$ cat src/rtl/apb_reg_slave_if.sv
// apb_reg_slave_if -- APB3 bus bundle for one completer slot.
//   PSEL, PENABLE, PWRITE, PADDR[7:0], PWDATA[31:0] : requester -> completer
//   PRDATA[31:0], PREADY, PSLVERR                   : completer -> requester
interface apb_reg_slave_if;
  logic        PSEL;
  logic        PENABLE;
  logic        PWRITE;
  logic [7:0]  PADDR;
  logic [31:0] PWDATA;
  logic [31:0] PRDATA;
  logic        PREADY;
  logic        PSLVERR;

  modport master (
    output PSEL, PENABLE, PWRITE, PADDR, PWDATA,
    input  PRDATA, PREADY, PSLVERR
  );

  modport slave (
    input  PSEL, PENABLE, PWRITE, PADDR, PWDATA,
    output PRDATA, PREADY, PSLVERR
  );
endinterface

$ cat src/rtl/apb_reg_slave.sv
// apb_reg_slave -- APB3 completer with 15 read-write registers (0x00..0x38)
// and a read-only completed-transfer counter at 0x3C.
//   HCLK  : clock, rising edge
//   HRST  : asynchronous active-low reset
//   apb   : apb_reg_slave_if.slave (PSEL/PENABLE/PWRITE/PADDR/PWDATA in,
//           PRDATA/PREADY/PSLVERR out)
// Parameters: WAIT_STATES (0..3) access-phase wait cycles, RESET_VAL for
// every read-write register.
module apb_reg_slave #(
  parameter int unsigned WAIT_STATES = 1,
  parameter logic [31:0] RESET_VAL   = 32'h0000_0000
) (
  input  logic           HCLK,
  input  logic           HRST,
  apb_reg_slave_if.slave apb
);

  typedef enum logic {S_IDLE, S_ACCESS} state_t;

  localparam logic [1:0] WS_CNT  = 2'(WAIT_STATES);
  localparam logic [3:0] CNT_IDX = 4'hF;

  state_t      state_q, state_d;
  logic [1:0]  cnt_q, cnt_d;
  logic [3:0]  word_q, word_d;
  logic        write_q, write_d;
  logic        err_q, err_d;
  logic [31:0] regs_q [15];
  logic [15:0] txn_q;

  logic        commit;
  logic        setup_err;
  logic        ready;
  logic [31:0] rd_mux;

  // Only the word index is kept; everything else about the address is
  // folded into the error flag at setup.
  assign setup_err = (apb.PADDR[1:0] != 2'b00) ||
                     (apb.PADDR[7:6] != 2'b00) ||
                     (apb.PWRITE && apb.PADDR[5:2] == CNT_IDX);

  always_comb begin
    state_d = state_q;
    cnt_d   = cnt_q;
    word_d  = word_q;
    write_d = write_q;
    err_d   = err_q;
    commit  = 1'b0;
    unique case (state_q)
      S_IDLE: begin
        if (apb.PSEL) begin
          state_d = S_ACCESS;
          word_d  = apb.PADDR[5:2];
          write_d = apb.PWRITE;
          if (apb.PENABLE) begin
            // access phase without a setup: complete at once with an error
            err_d = 1'b1;
            cnt_d = '0;
          end else begin
            err_d = setup_err;
            cnt_d = WS_CNT;
          end
        end
      end
      S_ACCESS: begin
        if (!apb.PSEL) begin
          state_d = S_IDLE;
        end else if (cnt_q != '0) begin
          cnt_d = cnt_q - 2'd1;
        end else begin
          commit  = 1'b1;
          state_d = S_IDLE;
        end
      end
      default: state_d = S_IDLE;
    endcase
  end

  always_ff @(posedge HCLK or negedge HRST) begin
    if (!HRST) begin
      state_q <= S_IDLE;
      cnt_q   <= '0;
      word_q  <= '0;
      write_q <= 1'b0;
      err_q   <= 1'b0;
    end else begin
      state_q <= state_d;
      cnt_q   <= cnt_d;
      word_q  <= word_d;
      write_q <= write_d;
      err_q   <= err_d;
    end
  end

  always_ff @(posedge HCLK or negedge HRST) begin
    if (!HRST) begin
      for (int unsigned i = 0; i < 15; i++) regs_q[i] <= RESET_VAL;
      txn_q <= '0;
    end else if (commit && !err_q) begin
      if (write_q && word_q != CNT_IDX) regs_q[word_q] <= apb.PWDATA;
      txn_q <= txn_q + 16'd1;
    end
  end

  // Outputs come only from registered state, never from the P* inputs.
  assign ready  = (state_q == S_ACCESS) && (cnt_q == '0);
  assign rd_mux = (word_q == CNT_IDX) ? {16'h0000, txn_q} : regs_q[word_q];

  assign apb.PREADY  = ready;
  assign apb.PSLVERR = ready && err_q;
  assign apb.PRDATA  = (ready && !write_q && !err_q) ? rd_mux : '0;

endmodule

$ cat src/flat_wrapper.sv
// flat-port wrapper written by rule: the top's interface ports become plain ports
module apb_reg_slave_flat 
#(
  parameter int unsigned WAIT_STATES = 1,
  parameter logic [31:0] RESET_VAL   = 32'h0000_0000
)
  (HCLK, HRST, apb_PSEL, apb_PENABLE, apb_PWRITE, apb_PADDR, apb_PWDATA, apb_PRDATA, apb_PREADY, apb_PSLVERR);
  apb_reg_slave_if apb_i ();
  input  logic HCLK;
  input  logic HRST;
  input wire logic [$bits(apb_i.PSEL)-1:0] apb_PSEL;
  input wire logic [$bits(apb_i.PENABLE)-1:0] apb_PENABLE;
  input wire logic [$bits(apb_i.PWRITE)-1:0] apb_PWRITE;
  input wire logic [$bits(apb_i.PADDR)-1:0] apb_PADDR;
  input wire logic [$bits(apb_i.PWDATA)-1:0] apb_PWDATA;
  output wire logic [$bits(apb_i.PRDATA)-1:0] apb_PRDATA;
  output wire logic [$bits(apb_i.PREADY)-1:0] apb_PREADY;
  output wire logic [$bits(apb_i.PSLVERR)-1:0] apb_PSLVERR;
  assign apb_i.PSEL = apb_PSEL;
  assign apb_i.PENABLE = apb_PENABLE;
  assign apb_i.PWRITE = apb_PWRITE;
  assign apb_i.PADDR = apb_PADDR;
  assign apb_i.PWDATA = apb_PWDATA;
  assign apb_PRDATA = apb_i.PRDATA;
  assign apb_PREADY = apb_i.PREADY;
  assign apb_PSLVERR = apb_i.PSLVERR;
  apb_reg_slave #(.WAIT_STATES(WAIT_STATES), .RESET_VAL(RESET_VAL)) u_core (.HCLK(HCLK), .HRST(HRST), .apb(apb_i));
endmodule
$ cat config.mk
export PLATFORM = sky130hd
export DESIGN_NAME = apb_reg_slave_flat
export DESIGN_NICKNAME = d
export VERILOG_FILES = /design/src/rtl/apb_reg_slave_if.sv /design/src/rtl/apb_reg_slave.sv /design/src/flat_wrapper.sv
export SDC_FILE = /design/constraint.sdc
export NUM_CORES = 1
export LEC_CHECK = 0
export CORE_MARGIN = 5
export CORE_UTILIZATION = 30
export DETAILED_ROUTE_END_ITERATION = 7
export SETUP_SLACK_MARGIN = 0.3
export SLEW_MARGIN = 20
export SYNTH_ARGS = -nofsm -noshare
export SYNTH_HDL_FRONTEND = slang
export SYNTH_SLANG_ARGS = --single-unit
$ cat constraint.sdc
create_clock -name HCLK -period 2.7 [get_ports HCLK]
set_input_delay 0.405 -clock HCLK [delete_from_list [all_inputs] [get_ports HCLK]]
set_output_delay 0.405 -clock HCLK [all_outputs]
set_load 0.02 [all_outputs]
Word level (Yosys, flattened, before mapping)
Cells that the tools add are included.
Widths: inputs -> output; s select.
{ "totals": {"out_inout_bits": 34, "wordCells": 73, "inputBits": 45, "ff_bits": 505} }
{ "classes": {"n_eq_ne": 6, "addsub": 2, "n_bitwise": 2, "mux": 21, "n_lt_le_gt_ge": 2, "reduce_logical": 19} }
{ "ops": {"columns": ["operator", "count"], "rows": [
  ["$bwmux 480", 1],
  ["$mux 32", 5],
  ["$bmux 32 s4", 1],
  ["$demux 32 s4", 1],
  ["$add 16x1->16 const B", 1],
  ["$eq 4x4->1 const B", 2],
  ["$logic_and 1x1->1", 8],
  ["$mux 1", 8],
  ["$mux 2", 3],
  ["$ne 2x2->1 const B", 3],
  ["$reduce_bool 2->1", 3],
  ["$ge 5x5->1 const B", 1],
  ["$lt 5x1->1 const B", 1],
  ["$not 4->5", 1],
  ["$ne 4x4->1 const B", 1],
  ["$pmux 2 s2", 1],
  ["$reduce_and 2->1", 2],
  ["$reduce_and 3->1", 1],
  ["$logic_not 1->1", 2],
  ["$logic_not 2->1", 1],
  ["$logic_or 1x1->1", 2],
  ["$pmux 1 s2", 1],
  ["$sub 2x1->2 const B", 1],
  ["$not 1->1", 1]
]} }

Longest topological paths before layout
{ "depth": {"depth_word": 6, "ltp_mapped": 8, "mapped_depth_nobuf": 6} }

Worst setup path after synthesis
OpenSTA, ideal clock, no wires.
{ "synth_timing": {"kind": "reg-to-output", "startpoint": "register u_core.word_q[0]", "endpoint": "output apb_PRDATA[10]", "n_path_buf": 4, "path_stages_with_launch": 8, "arrival_ns": 2.016, "path_slack_ns": 0.279, "cell_sequence": "dfrtp_1 buf_2 buf_2 buf_4 nand4_1 clkbuf_1 o221ai_1 a211oi_1"} }
{ "synth_via": {"elab_chain_len": 6, "elab_cells_between_ends": 7} }
{ "synth_rtl": {"columns": ["item", "line_no", "text"], "rows": [
  ["from (decl)", "apb_reg_slave.sv:25", "logic [3:0] word_q, word_d;"],
  ["from (signal assigned)", "apb_reg_slave.sv:89", "word_q <= word_d;"],
  ["$not 4->5 (implied by the code)", "apb_reg_slave.sv:107", "assign rd_mux = (word_q == CNT_IDX) ? {16'h0000, txn_q} : regs_q[word_q];"],
  ["$bmux 32 s4", "apb_reg_slave.sv:107", null],
  ["$mux 32 (implied by the code) (2 in series)", "apb_reg_slave.sv:107", null],
  ["$mux 32 *", "apb_reg_slave.sv:107", null],
  ["$mux 32 *", "apb_reg_slave.sv:111", "assign apb.PRDATA = (ready && !write_q && !err_q) ? rd_mux : '0;"],
  ["to (decl)", "flat_wrapper.sv:16", "output wire logic [$bits(apb_i.PRDATA)-1:0] apb_PRDATA;"]
]} }
Mark *: on every way between the ends. The rest lies on a longest branch, timed or not. The select of a mux whose other input is x is not followed.

Final worst setup path
{ "layout_timing": {"startpoint": "register u_core.word_q[0]", "endpoint": "output apb_PRDATA[17]"} }
Same word-level chain as after synthesis.

==> flow_metrics.py <==
metrics = {
    "sta": {
        "final_hold_viol_count": 0,
        "tightest_slew_ns": 0.589,
        "finalSetupViolations": 32,
        "skew_ns": 0.0159,
        "drv_slew": 0,
        "max_freq_mhz": 331,
        "rsz0062_at_grt": "true",
        "fin_crit_ns": 3.02,
        "fin_crit_sh_pct": 112,
        "slew_headroom_pct": 60.6,
        "post-route-worst-setup-slack_ns": -0.323,
    },
    "route": {
        "drc": 0,
        "wl_per_cell_um": 22.9,
        "ant_nets": 0,
        "viasPerCell": 5.08,
        "wl_um": 63900,
        "drtIter0Drc": 806,
        "vias": 14200,
        "dr.pass1.iters": 5,
    },
    "final_layout": {
        "final_util_pct": 38.5,
        "multi_input_area_um2": 10500,
        "fillers": 7065,
        "seq_area_um2": 12600,
        "nNetsFinal": 1767,
        "syn_to_final_growth_pct": 27.4,
        "drive_gt1_share_pct": 56.7,
        "stdcell_count": 2792,
        "design_area_um2": 29300,
    },
    "clock_network": {
        "cts_sinks": 505,
        "insertion_delay_ns": 0.59,
        "cts_tree": "done",
        "clkTransAtPathRegs_ns": 0.06,
        "cts_buffers": 52,
        "clockBufferDepth": 3,
        "ctsRootBufferMaster": "clkbuf_16",
        "cts-htree-levels": 2,
    },
    "place": {
        "place_area_um2": 26100,
        "dp_hpwl_um": 39700,
        "gp_congestion": 0.785,
        "port_buffers": 78,
        "dpl.cell_count": 2653,
    },
    "pwr": {
        "power_density_nw_per_um2": 640,
        "ir_drop_v": 0.000465,
        "total_power_mw": 18.8,
        "p_leak_nw": 13.7,
    },
    "status": {
        "run_status": "finished, violations left",
        "violations": "setup timing",
    },
    "grt": {
        "grt_pass1_wl_um": 97900,
        "grtUsageMet3_pct": 2.57,
        "grt_antenna_before_repair": 1,
        "grt.busiest_layer": "met2",
        "grtUsageMet2_pct": 25.6,
        "grt_max_degree": 85,
        "first_global_vias": 15500,
        "overflow": 0,
        "met1_usage_pct": 20.8,
        "grt.total_usage_pct": 15.3,
    },
    "synth": {
        "ys_top_cells_by_count": "dfrtp_1, mux2_2, mux4_2, clkbuf_1, buf_2",
        "synth_edf_count": 0,
        "synth-seq-area-share_pct": 54.9,
        "syn_inst": 1531,
        "syn_area_per_cell_um2": 15.0,
        "ys_warn_count": 0,
        "synth_top_area_cell": "dfrtp_1",
        "synth.most_common_cell": "dfrtp_1",
        "synth-main-ff-cell": "dfrtp_1",
        "syn_nets": 1579,
        "ys_types": 45,
        "synth_top_area_share_pct": 54.9,
        "synthesis.area_um2": 23000,
        "ys_top_cells_by_area": "dfrtp_1, mux2_2, mux4_2",
        "ys_seq_elements": 505,
        "async_reset_ff_share_pct": 100,
    },
    "floorplanning": {
        "core_um2": 76100,
        "io_pins": 79,
        "row_count": 101,
        "die_h_um": 287,
        "start_util_pct": 30.3,
        "dieWidth_um": 287,
        "die_area_um2": 82400,
    },
    "worst_setup_path": {
        "crit_chain": "buf_12, buf_16, nand4_1, nand3_2, buf_12, buf_4, o22ai_4, buf_6, buf_6",
        "cp_data_required_time_ns": 2.30,
        "critPathKind": "register to primary output",
        "crit_path_max_incr_delay_ns": 0.54,
        "start_kind": "register",
        "rrSetupSlack_ns": 0.39,
        "cp_data_arrival_time_ns": 2.62,
        "crit_family": "buffers and inverters",
        "critPathSlowestCell": "dfrtp_4",
        "critPathBufInv": 6,
        "end_kind": "primary output",
        "worstPathMaxFanout": 9,
    },
    "job": {
        "max_cap_viol_count": 0,
    },
    "min_path": {
        "hold_path.class": "input pin to asynchronous set/reset pin",
    },
}
==> per-stage QoR <==
step | setup TNS, ns | setup WS, ns | hold WS (ns)
final | -7.41 | -0.323 | 0.392
after global routing | -10.11 | -0.395 | 0.418
after CTS | -8.35 | -0.381 | 0.394
after detailed placement | -4.00 | -0.444 | 0.423
after global placement | -3.01 | -0.432 | 0.423
after floorplan | 0 | 0.411 | 0.109
==> sequential cells by signal (all words and copies together), names as in the netlist <==
signal          count
u_core.regs_q     480
u_core.word_q       4
u_core.write_q      1
u_core.txn_q       16
u_core.state_q      1
u_core.cnt_q        2
u_core.err_q        1
==> layout by cell type (no fill, tap or decap), types with 11 or more instances in the layout <==
master	n
o22ai_4	16
mux4_2	92
clkbuf_8	11
nand2_1	18
mux2_2	483
dfrtp_1	502
clkdlybuf4s50_1	43
mux2i_1	22
xnor2_1	14
clkbuf_16	57
inv_1	20
clkbuf_1	18
buf_6	40
buf_4	116
nor2_1	14
buf_12	45
o221ai_1	18
==> worst reg2reg max path, cell delays in order, from the launching register on <==
cell,delay (ns)
dfrtp_2,0.61
buf_4,0.25
buf_4,0.27
nor2_1,0.15
nand2_2,0.09
buf_4,0.41
mux2_2,0.41
==> layer usage <==
| layer | vias to the layer above | wire length, um |
|---|---|---|
| li1 | 6102 | - |
| met1 | 7725 | 28700 |
| met2 | 249 | 31400 |
| met3 | 98 | 2260 |
| met4 | 0 | 1490 |
| met5 | - | 0 |
==> worst paths after layout <==
check,end,cells after the start,from
min in group HCLK,u_core.write_q,3,apb_PWRITE
worst max register to register,u_core.regs_q[454],6,u_core.word_q[2]
max in group asynchronous,u_core.regs_q[466],3,HRST
worst min register to register,u_core.regs_q[394],1,u_core.regs_q[394]
worst max-delay path,apb_PRDATA[17],9,u_core.word_q[0]
worst min-delay path,u_core.regs_q[325],2,HRST
==> logic make-up after synthesis <==
| group | share of synthesized area [%] |
|---|---|
| adders and majority gates | 0.163 |
| buffers and inverters | 3.14 |
| AOI/OAI and AO/OA | 4.27 |
| and+or+nand+nor | 2.17 |
| DFF | 54.9 |
| muxes | 34.8 |
| xor gates and xnor gates | 0.571 |
==> where the power goes <==
part | total, mW | switching [mW] | internal [mW]
clock | 7.33 | 3.03 | 4.30
sequential | 7.84 | 0.140 | 7.70
combinational | 3.59 | 1.88 | 1.71
total | 18.8 | 5.05 | 13.7
==> area by class of cell <==
cell class	count	share of cell area [%]
diodes	1	0.00853
clock inverters	14	0.614
clock buffers	82	5.27
multi-input cells	872	35.8
inverters	22	0.282
repair buffers	266	10.5
well taps	1030	4.40
flip-flops and latches	505	43.1
==> repair_timing <==
| item | CTS | global route |
|---|---|---|
| hold buffers | 1 | 0 |
| gates resized for setup | 261 | 112 |
| setup buffers | 7 | 27 |
| setup endpoints to repair | 34 | 57 |
| cloned | 3 | 4 |
| hold endpoints to repair | 52 | 0 |
| pin swaps | 8 | 42 |
No activity file was read; power rests on OpenSTA's default activity.
